[src/rtl/sram_pkg.sv]
// Shared types and constants for the asynchronous SRAM controller.
// No logic. Holds the FSM state encoding, the wait-counter width
// and a helper that turns an access length in cycles into a counter preload.
package sram_pkg;

    // The wait counter is 4 bits wide, so access lengths are 1..15 cycles.
    localparam int WAIT_W = 4;

    typedef enum logic [2:0] {
        IDLE,
        SETUP,
        RD_WAIT,
        WR_PULSE,
        WR_HOLD
    } state_t;

    // Counter preload for a phase lasting 'cycles' clocks.
    // The counter counts down to 0, so the last cycle of the phase is the one that sees zero.
    function automatic logic [WAIT_W-1:0] wait_load(input int cycles);
        return WAIT_W'(cycles - 1);
    endfunction

endpackage

[src/rtl/sram_wait_cnt.sv]
// Down-counter that times both the read access and the write strobe phases.
// Latency: a load takes effect on the next edge, and zero is a decode of the count register.
// Backpressure: none. The counter decrements only on request and holds at zero instead of wrapping.
module sram_wait_cnt
    import sram_pkg::*;
(
    input  logic              CLK,
    input  logic              RST,
    input  logic              load,
    input  logic [WAIT_W-1:0] load_val,
    input  logic              dec,
    output logic              zero
);

    logic [WAIT_W-1:0] cnt;

    // Load takes priority over decrement; decrementing at zero is a no-op.
    always_ff @(posedge CLK) begin
        if (RST) begin
            cnt <= '0;
        end else if (load) begin
            cnt <= load_val;
        end else if (dec && (cnt != '0)) begin
            cnt <= cnt - 1'b1;
        end
    end

    assign zero = (cnt == '0);

endmodule

[src/rtl/sram_ctrl.sv]
// Single-port asynchronous SRAM controller. Every pin is driven from a flop.
// Latency: a read returns rvalid WAIT_RD+2 cycles after accept; a write gives wdone WAIT_WR+3 cycles after accept.
// Backpressure: ready is high only while idle. A req seen while busy is dropped, not queued.
module sram_ctrl
    import sram_pkg::*;
#(
    parameter int ADDR_W  = 16,
    parameter int DATA_W  = 16,   // 8, 16, 24 or 32
    parameter int WAIT_RD = 1,    // 1..15
    parameter int WAIT_WR = 1     // 1..15
) (
    input  logic                CLK,
    input  logic                RST,
    input  logic                req,
    input  logic                we,
    input  logic [ADDR_W-1:0]   addr,
    input  logic [DATA_W-1:0]   wdata,
    input  logic [DATA_W/8-1:0] be,
    output logic                ready,
    output logic                rvalid,
    output logic [DATA_W-1:0]   rdata,
    output logic                wdone,
    output logic [ADDR_W-1:0]   sram_a,
    output logic [DATA_W-1:0]   sram_dq_out,
    output logic                sram_dq_oe,
    input  logic [DATA_W-1:0]   sram_dq_in,
    output logic                CE_n,
    output logic                OE_n,
    output logic                WE_n,
    output logic [DATA_W/8-1:0] BE_n
);

    localparam int                BE_W    = DATA_W / 8;
    localparam logic [WAIT_W-1:0] RD_LOAD = wait_load(WAIT_RD);
    localparam logic [WAIT_W-1:0] WR_LOAD = wait_load(WAIT_WR);

    state_t            state;
    logic              we_q;
    logic [BE_W-1:0]   be_q;

    logic              cnt_load;
    logic [WAIT_W-1:0] cnt_val;
    logic              cnt_dec;
    logic              cnt_zero;

    // The counter is preloaded on the edge that leaves SETUP.
    // The RD_WAIT or WR_PULSE phase then lasts exactly WAIT cycles.
    assign cnt_load = (state == SETUP);
    assign cnt_val  = we_q ? WR_LOAD : RD_LOAD;
    assign cnt_dec  = (state == RD_WAIT) || (state == WR_PULSE);

    sram_wait_cnt u_wait_cnt (
        .CLK      (CLK),
        .RST      (RST),
        .load     (cnt_load),
        .load_val (cnt_val),
        .dec      (cnt_dec),
        .zero     (cnt_zero)
    );

    // ready is a decode of the state flop only, so it never has a path from the host inputs.
    assign ready = (state == IDLE);

    // Transaction FSM. The pin values for the next cycle are computed alongside the state,
    // so every strobe, address and data pin comes straight from a flop.
    always_ff @(posedge CLK) begin
        if (RST) begin
            state       <= IDLE;
            we_q        <= 1'b0;
            be_q        <= '0;
            sram_a      <= '0;
            sram_dq_out <= '0;
            sram_dq_oe  <= 1'b0;
            CE_n        <= 1'b1;
            OE_n        <= 1'b1;
            WE_n        <= 1'b1;
            BE_n        <= '1;
            rvalid      <= 1'b0;
            wdone       <= 1'b0;
            rdata       <= '0;
        end else begin
            rvalid <= 1'b0;
            wdone  <= 1'b0;
            case (state)
                IDLE: begin
                    // Accept: latch the request. Host inputs are not looked at again until the next IDLE.
                    if (req) begin
                        we_q   <= we;
                        be_q   <= be;
                        sram_a <= addr;
                        CE_n   <= 1'b0;
                        if (we) begin
                            sram_dq_out <= wdata;
                            sram_dq_oe  <= 1'b1;
                            BE_n        <= ~be;
                        end else begin
                            OE_n <= 1'b0;
                            BE_n <= '0;
                        end
                        state <= SETUP;
                    end
                end
                SETUP: begin
                    // WE_n drops only if at least one lane is enabled.
                    // An all-zero be still walks through the same phases.
                    if (we_q) begin
                        WE_n  <= ~(|be_q);
                        state <= WR_PULSE;
                    end else begin
                        state <= RD_WAIT;
                    end
                end
                RD_WAIT: begin
                    if (cnt_zero) begin
                        rdata  <= sram_dq_in;
                        rvalid <= 1'b1;
                        CE_n   <= 1'b1;
                        OE_n   <= 1'b1;
                        BE_n   <= '1;
                        state  <= IDLE;
                    end
                end
                WR_PULSE: begin
                    if (cnt_zero) begin
                        WE_n  <= 1'b1;
                        state <= WR_HOLD;
                    end
                end
                WR_HOLD: begin
                    // The address and data were held through this cycle. Release the bus now.
                    CE_n       <= 1'b1;
                    sram_dq_oe <= 1'b0;
                    BE_n       <= '1;
                    wdone      <= 1'b1;
                    state      <= IDLE;
                end
                default: begin
                    CE_n       <= 1'b1;
                    OE_n       <= 1'b1;
                    WE_n       <= 1'b1;
                    BE_n       <= '1;
                    sram_dq_oe <= 1'b0;
                    state      <= IDLE;
                end
            endcase
        end
    end

endmodule

[config.mk]
export PLATFORM = sky130hd
export DESIGN_NAME = sram_ctrl
export DESIGN_NICKNAME = d
export VERILOG_FILES = /design/src/rtl/sram_pkg.sv /design/src/rtl/sram_wait_cnt.sv /design/src/rtl/sram_ctrl.sv
export SDC_FILE = /design/constraint.sdc
export NUM_CORES = 1
export LEC_CHECK = 0
export ABC_AREA = 1
export BUFFER_PORTS_ARGS = -buffer_cell sky130_fd_sc_hd__buf_2
export CAP_MARGIN = 20
export CORE_UTILIZATION = 47
export DETAILED_ROUTE_END_ITERATION = 12
export PLACE_DENSITY = 0.82
export SETUP_SLACK_MARGIN = 0.3
export SLEW_MARGIN = 25
export SYNTH_ARGS = -nofsm -noshare
export SYNTH_HDL_FRONTEND = slang
export SYNTH_SLANG_ARGS = --single-unit
[constraint.sdc]
create_clock -name CLK -period 1.9 [get_ports CLK]
set_input_delay 0 -clock CLK [delete_from_list [all_inputs] [get_ports CLK]]
set_output_delay 0 -clock CLK [all_outputs]
set_load 0.1 [all_outputs]
==> summary.txt, run 1 <==
Logic synthesis
  • Synth Instances: 330
  • Synth cell types: 26
  • Top cell type's share of synthesized area: 50.4%
  • Mean Syn Cell Area: 7.94 µm²
  • Synth Register Bits: 66
  • Register area share after synthesis: 50.4%
  • Post-synth top area cell: dfxtp_1
  • Async SR Flop Fraction: 0%
  • Synth warnings: 0
  • Area of the mapped netlist: 2620 µm²
  • Dominant cells by area after synthesis: dfxtp_1 (50%), nand2_1 (10%), a21oi_1 (5.9%)
  • Post-synth EDFFs: 0
  • Mapped Nets: 385
  • Most numerous cell in the Yosys netlist: nand2_1
  • Post-synth top flop: dfxtp_1
  • Top cells by count, synth: nand2_1 (72), dfxtp_1 (66), nor2_1 (39), a21oi_1 (31), nand3_1 (30)

Route
  • Final WL: 7180 µm
  • Number of vias per cell: 4.90
  • Initial DRC Count: 119
  • Wirelength per Cell: 12.6 µm
  • DRC viols: 0
  • Antenna Violating Nets Remaining: 0
  • Via count: 2781
  • 1st-pass router iterations: 4

Min path
  • Min-Delay Path Depth: 5
  • Hold_sp: we
  • Type of the worst min-delay path: in -> reg
  • Hold Path End: OE_n$_SDFFE_PP1P_

Clocking
  • CTS buffer count: 9
  • Clk sinks: 66
  • H-tree Lvls: 3
  • CTS tree: yes
  • Clk buf depth: 2
  • Clk Tree Root Cell: clkbuf_8
  • Reg clk slew, reported paths: 0.07 ns
  • Worst-Skew Late Latency: 0.33 ns

Setup path
  • Critical Path End Type: primary output
  • Worst Path Buf+Inv: 2
  • R2R depth: 8
  • CP top delay family: buffers and inverters
  • R2R Path End: u_wait_cnt.cnt[2]$_SDFFE_PP0P_
  • Crit path arrival time: 1.45 ns
  • Slowest Stage Delay on Critical Path: 0.36 ns
  • Cell Chain, Critical Path: inv_2 > nand2_2 > nor2_4 > buf_4
  • Worst reg2reg setup slack: 0.46 ns
  • CP required: 1.90 ns
  • RR Startpoint: u_wait_cnt.cnt[0]$_SDFFE_PP0P_
  • Kind of critical path: reg -> out
  • CP max-delay cell: dfxtp_1
  • Max FO, Critical Path: 10
  • Startpoint types: flop

Power and ir drop
  • Power per cell area: 1030 nW/µm²
  • Tot Pwr: 4.01 mW
  • VDD IR-drop max: 0.633 mV
  • LEAKAGE: 1.82 nW

Global route
  • Vias in the first global route: 2557
  • Largest net degree at the start of global routing: 38
  • Total GRT Usage: 24.7%
  • GRT overflow: 0
  • First-pass GRT wire length: 11600 µm
  • Initial antenna violation count: 0

Floorplan
  • Die area: 5880 µm²
  • Core Rows: 26
  • DIE HEIGHT: 76.7 µm
  • Core Footprint: 5240 µm²
  • Die Wd: 76.7 µm
  • Starting density of the core: 50.0%
  • Top-level port count: 111

Cells and area
  • Reg area: 1320 µm²
  • # diodes: 0
  • Post-route cell area: 3910 µm²
  • Fin util: 74.7%
  • Layout cells sized above 1: 33.5%
  • Multi-input combinational cell area: 1110 µm²
  • Fillers: 397
  • NumNets Final: 548
  • Area grow syn2layout: 49.3%

Timing
  • Fin crit share: 76.5%
  • Final Max Tran Viols: 0
  • Unrepaired setup endpoints after global routing: true
  • Final hold vios: 0
  • Clk_skew: 0.00729 ns
  • Slew HR: 53.9%
  • Setup TNS Final: 0 ns
  • Actual slew at the worst max-slew pin: 0.690 ns
  • Post-layout min period: 1.45 ns
  • FMAX: 688 MHz
  • # setup viols final: 0

Run
  • Total of max-cap violations: 0

Placed design
  • Placed Area: 3170 µm²
  • GPL Wtd Cong: 0.779
  • DP HPWL: 4140 µm
  • Number of port buffers: 110

Run status
  • Status: completed
-- what timing repair did --
| action | in CTS | in global routing |
|---|---|---|
| buffers inserted | 0 | 3 |
| hold endpoints to repair | 50 | 0 |
| setup endpoints to repair | 1 | 24 |
| gates cloned | 0 | 1 |
| hold buffers | 50 | 0 |
| pin swaps | 0 | 2 |
| gates resized for setup | 1 | 4 |
-- how the worst max path moves through the flow --
stage               depth (start not counted)                      to  slack, ns                           start
finish                                      4                   ready       0.45           state[0]$_SDFFE_PP0P_
global route                                7       CE_n$_SDFFE_PP1P_       0.29  u_wait_cnt.cnt[0]$_SDFFE_PP0P_
CTS                                         4                   ready       0.34           state[0]$_SDFFE_PP0P_
detailed placement                          7    be_q[1]$_SDFFE_PP0P_       0.39           state[0]$_SDFFE_PP0P_
global placement                            7    be_q[1]$_SDFFE_PP0P_       0.48           state[0]$_SDFFE_PP0P_
floorplan                                   8  rdata[10]$_SDFFE_PP0P_       0.58  u_wait_cnt.cnt[0]$_SDFFE_PP0P_
-- layout make-up --
cell class	count	area share (%)
well taps	70	2.24
repair buffers	166	28.1
multi-input cells	228	28.4
clock inverters	6	1.69
inverters	22	2.30
flip-flops and latches	66	33.8
clock buffers	10	3.52
-- worst register-to-register path: cells and delay by family (launching register included) --
kind / cells / cell delay [ns]
AND/OR/NAND/NOR: 5 / 0.53
flip-flops: 1 / 0.33
adder cells (fa/ha/maj): 1 / 0.23
buffers and inverters: 2 / 0.26
-- power breakdown --
part,switching (mW),internal [mW],leakage [nW]
Clock,0.543,0.641,0.0945
Sequential,0.0554,1.48,0.539
Combinational,0.991,0.300,1.18
Total,1.59,2.43,1.82
-- metal layers --
layer	routed length, µm	GRT usage [%]	up-vias
met5	0	0	-
met4	135	10.2	0
met3	466	8.10	16
met2	3480	40.6	106
met1	3100	29.4	1257
li1	-	-	1402
-- logic make-up after synthesis --
group / Yosys count / synth area share (%)
simple gates: 165 / 28.6
flops: 66 / 50.4
compound gates: 61 / 13.1
buf+inv: 37 / 7.45
fa+ha+maj: 1 / 0.477
-- flip-flops by register name (all words and copies together) (netlist names), 2 cells and up --
register / count
be_q: 2
BE_n: 2
rdata: 16
state: 3
u_wait_cnt.cnt: 4
sram_dq_out: 16
sram_a: 16
-- per-stage QoR --
step                setup WS (ns)  hold WS [ns]  cells
floorplan                   0.583         0.143    330
global placement            0.482         0.244    498
detailed placement          0.393         0.244    498
CTS                         0.338        0.0749    564
global route                0.286         0.135    568
finish                      0.446        0.0978    568
-- placed cells by master, fill, tap and decap left out --
cell	Yosys	final
o21ai_0	16	15
clkinv_2	0	1
nand2_8	1	1
nand2_2	12	13
inv_2	5	6
nand3_1	30	30
a21oi_2	10	10
a21oi_1	31	31
inv_8	0	1
nor4_1	1	1
clkbuf_8	0	10
nand2_4	2	2
buf_4	3	7
nor3_1	1	1
o21ai_1	4	5
nand4_1	4	4
clkinv_4	0	1
dlygate4sd3_1	0	50
nand2_1	72	72
dfxtp_1	66	66
inv_1	16	15
or2_1	1	1
clkinvlp_4	0	3
buf_2	3	109
ha_1	1	1
nor2_1	39	39
bufinv_16	0	1
nor2_4	2	2
Power figures use the tool's default switching activity.
==> inputs of run 2 (changes only) <==
==> constraint.sdc (replaced) <==
create_clock -name CLK -period 1.5 [get_ports CLK]
set_input_delay 0 -clock CLK [delete_from_list [all_inputs] [get_ports CLK]]
set_output_delay 0 -clock CLK [all_outputs]
set_load 0.1 [all_outputs]
==> run 2 against run 1 <==
- register-to-register slack got worse by 0.41 ns
- cell area increased by 20%
- cell count increased by 4.8%
- utilization increased by 15 points
- critical path depth increased by 2
- routed wire length increased by 75%
- critical path type is now reg -> reg
- critical endpoint is now OE_n$_SDFFE_PP1P_
- largest cell class is now multi-input gates
==> summary.txt, run 2 (synthesis results as in run 1) <==
Power and ir drop
  • LEAKAGE: 2.12 nW
  • Power per cell area: 1210 nW/µm²
  • VDD IR-drop max: 0.910 mV

Setup path
  • Max FO, Critical Path: 4
  • Slowest Stage Delay on Critical Path: 0.38 ns
  • R2R Path End: OE_n$_SDFFE_PP1P_
  • R2R depth: 6
  • CP max-delay cell: dfxtp_4
  • CP endpoint: OE_n$_SDFFE_PP1P_
  • Crit path arrival time: 1.74 ns
  • Critical Path End Type: flop
  • CP dominant cell by count: nand2_1
  • Startpoint types: flop
  • Critical path startpoint: state[0]$_SDFFE_PP0P_
  • Cell Chain, Critical Path: nor2_1 > buf_4 > o21ai_0 > nand4_1 > nand2_1 > nand2_1
  • RR Startpoint: state[0]$_SDFFE_PP0P_
  • Worst reg2reg setup slack: 0.05 ns
  • CP required: 1.79 ns
  • Kind of critical path: reg -> reg

Timing
  • FMAX: 690 MHz
  • Setup TNS Final: 0 ns
  • Unrepaired setup endpoints after global routing: true
  • # setup viols final: 0
  • Clk_skew: 0.00422 ns
  • Final Max Tran Viols: 0
  • Final hold vios: 0
  • Post-layout min period: 1.45 ns
  • Slew HR: 58.9%
  • Actual slew at the worst max-slew pin: 0.615 ns
  • Fin crit share: 96.6%

Route
  • Initial DRC Count: 492
  • Antenna Violating Nets Remaining: 0
  • Via count: 3519
  • 1st-pass router iterations: 7
  • DRC viols: 0
  • Wirelength per Cell: 21.2 µm
  • Number of vias per cell: 5.91
  • Final WL: 12600 µm

Global route
  • Vias in the first global route: 3102
  • Initial antenna violation count: 0
  • Total GRT Usage: 31.5%
  • GRT overflow: 0
  • Largest net degree at the start of global routing: 27
  • First-pass GRT wire length: 14600 µm

Floorplan
  • Core Rows: 26
  • Die area: 5880 µm²
  • DIE HEIGHT: 76.7 µm
  • Core Footprint: 5240 µm²
  • Die Wd: 76.7 µm
  • Top-level port count: 111
  • Starting density of the core: 50.0%

Clocking
  • Clk Tree Root Cell: clkbuf_8
  • CTS buffer count: 9
  • Reg clk slew, reported paths: 0.08 ns
  • CTS tree: yes
  • Clk sinks: 66
  • H-tree Lvls: 3
  • Worst-Skew Late Latency: 0.35 ns
  • Clk buf depth: 2

Cells and area
  • NumNets Final: 575
  • Top flop regs: rdata: 16 flops, sram_a: 16 flops, sram_dq_out: 16 flops
  • Commonest non-fill, non-tap cell in the layout: buf_2
  • Layout cells sized above 1: 57.9%
  • Area grow syn2layout: 78.7%
  • Most frequent cells in the layout: buf_2 (109), nand2_1 (57), dlygate4sd3_1 (51), dfxtp_2 (50), nor2_1 (30)
  • Reg area: 1400 µm²
  • Multi-input combinational cell area: 1500 µm²
  • Post-route cell area: 4680 µm²
  • # diodes: 0
  • Fillers: 178

Placed design
  • GPL Wtd Cong: 0.920
  • DP HPWL: 4440 µm
  • Placed Area: 3340 µm²
  • Number of port buffers: 110

Run status
  • Status: completed

Min path
  • Type of the worst min-delay path: in -> reg
  • Hold_sp: we

Run
  • Total of max-cap violations: 0
run 2: cell types whose count changed in the layout (fill, tap and decap cells not counted), sizes merged:
cell         change
buf             +19
nand2            +4
clkbuf           +2
clkinvlp         -3
clkinv           +4
dlygate4sd3      +1
run 2: worst min-delay path by stage:
| stage | cells after the start | endpoint |
|---|---|---|
| CTS | 5 | OE_n$_SDFFE_PP1P_ |
| finish | 5 | BE_n[1]$_SDFFE_PP1P_ |
| global route | 5 | BE_n[1]$_SDFFE_PP1P_ |
| global placement | 3 | rdata[12]$_SDFFE_PP0P_ |
| floorplan | 2 | sram_a[0]$_SDFFE_PP0P_ |
| detailed placement | 3 | sram_a[1]$_SDFFE_PP0P_ |
run 2: timing repair:
item | 4_1_cts | 5_1_grt
hold endpoints to repair | 50 | 0
hold buffers | 51 | 0
setup endpoints to repair | 63 | 64
setup buffers | 12 | 6
pin swaps | 1 | 22
gates resized for setup | 28 | 81
cloned | 3 | 5
run 2: layout make-up:
cell class,instances,share of cell area [%]
sequential,66,29.8
clock buffer,11,3.02
inverter,22,2.73
clock inverter,5,1.15
multi-input combinational,232,32.1
timing repair buffer,187,28.9
timing repair inverter,2,0.481
tap,70,1.87
run 2: worst max-delay path, delay by kind of cell (launching register included):
kind	cells	cell delay (ns)
AOI/OAI and AO/OA	1	0.16
buffers and inverters	1	0.20
DFF	1	0.38
and+or+nand+nor	4	0.63
run 2: per-layer routing:
| metal | up-vias | GRT usage, % | part of all wire [%] |
|---|---|---|---|
| met1 | 1649 | 34.0 | 34 |
| met3 | 104 | 6.31 | 8.8 |
| met5 | - | 0 | 0 |
| li1 | 1457 | - | - |
| met4 | 0 | 16.3 | 8.3 |
| met2 | 309 | 57.6 | 49 |
run 2: metrics by stage:
stage	worst slack (ns)	hold WS [ns]	util, %	total power [mW]	instances
2_1_floorplan	0.293	0.135	-	3.30	330
3_3_place_gp	0.210	0.237	63.7	3.53	502
3_5_place_dp	0.162	0.247	63.7	3.55	502
4_1_cts	0.248	0.0797	81.7	5.24	584
5_1_grt	0.0476	0.162	89.4	5.78	595
6_report	0.0508	0.134	89.4	5.66	595
run 2: where the power goes:
group	total [mW]	switching (mW)	internal [mW]
sequential	2.01	0.111	1.90
combinational	2.10	1.53	0.567
clock	1.55	0.742	0.809
total	5.66	2.38	3.27
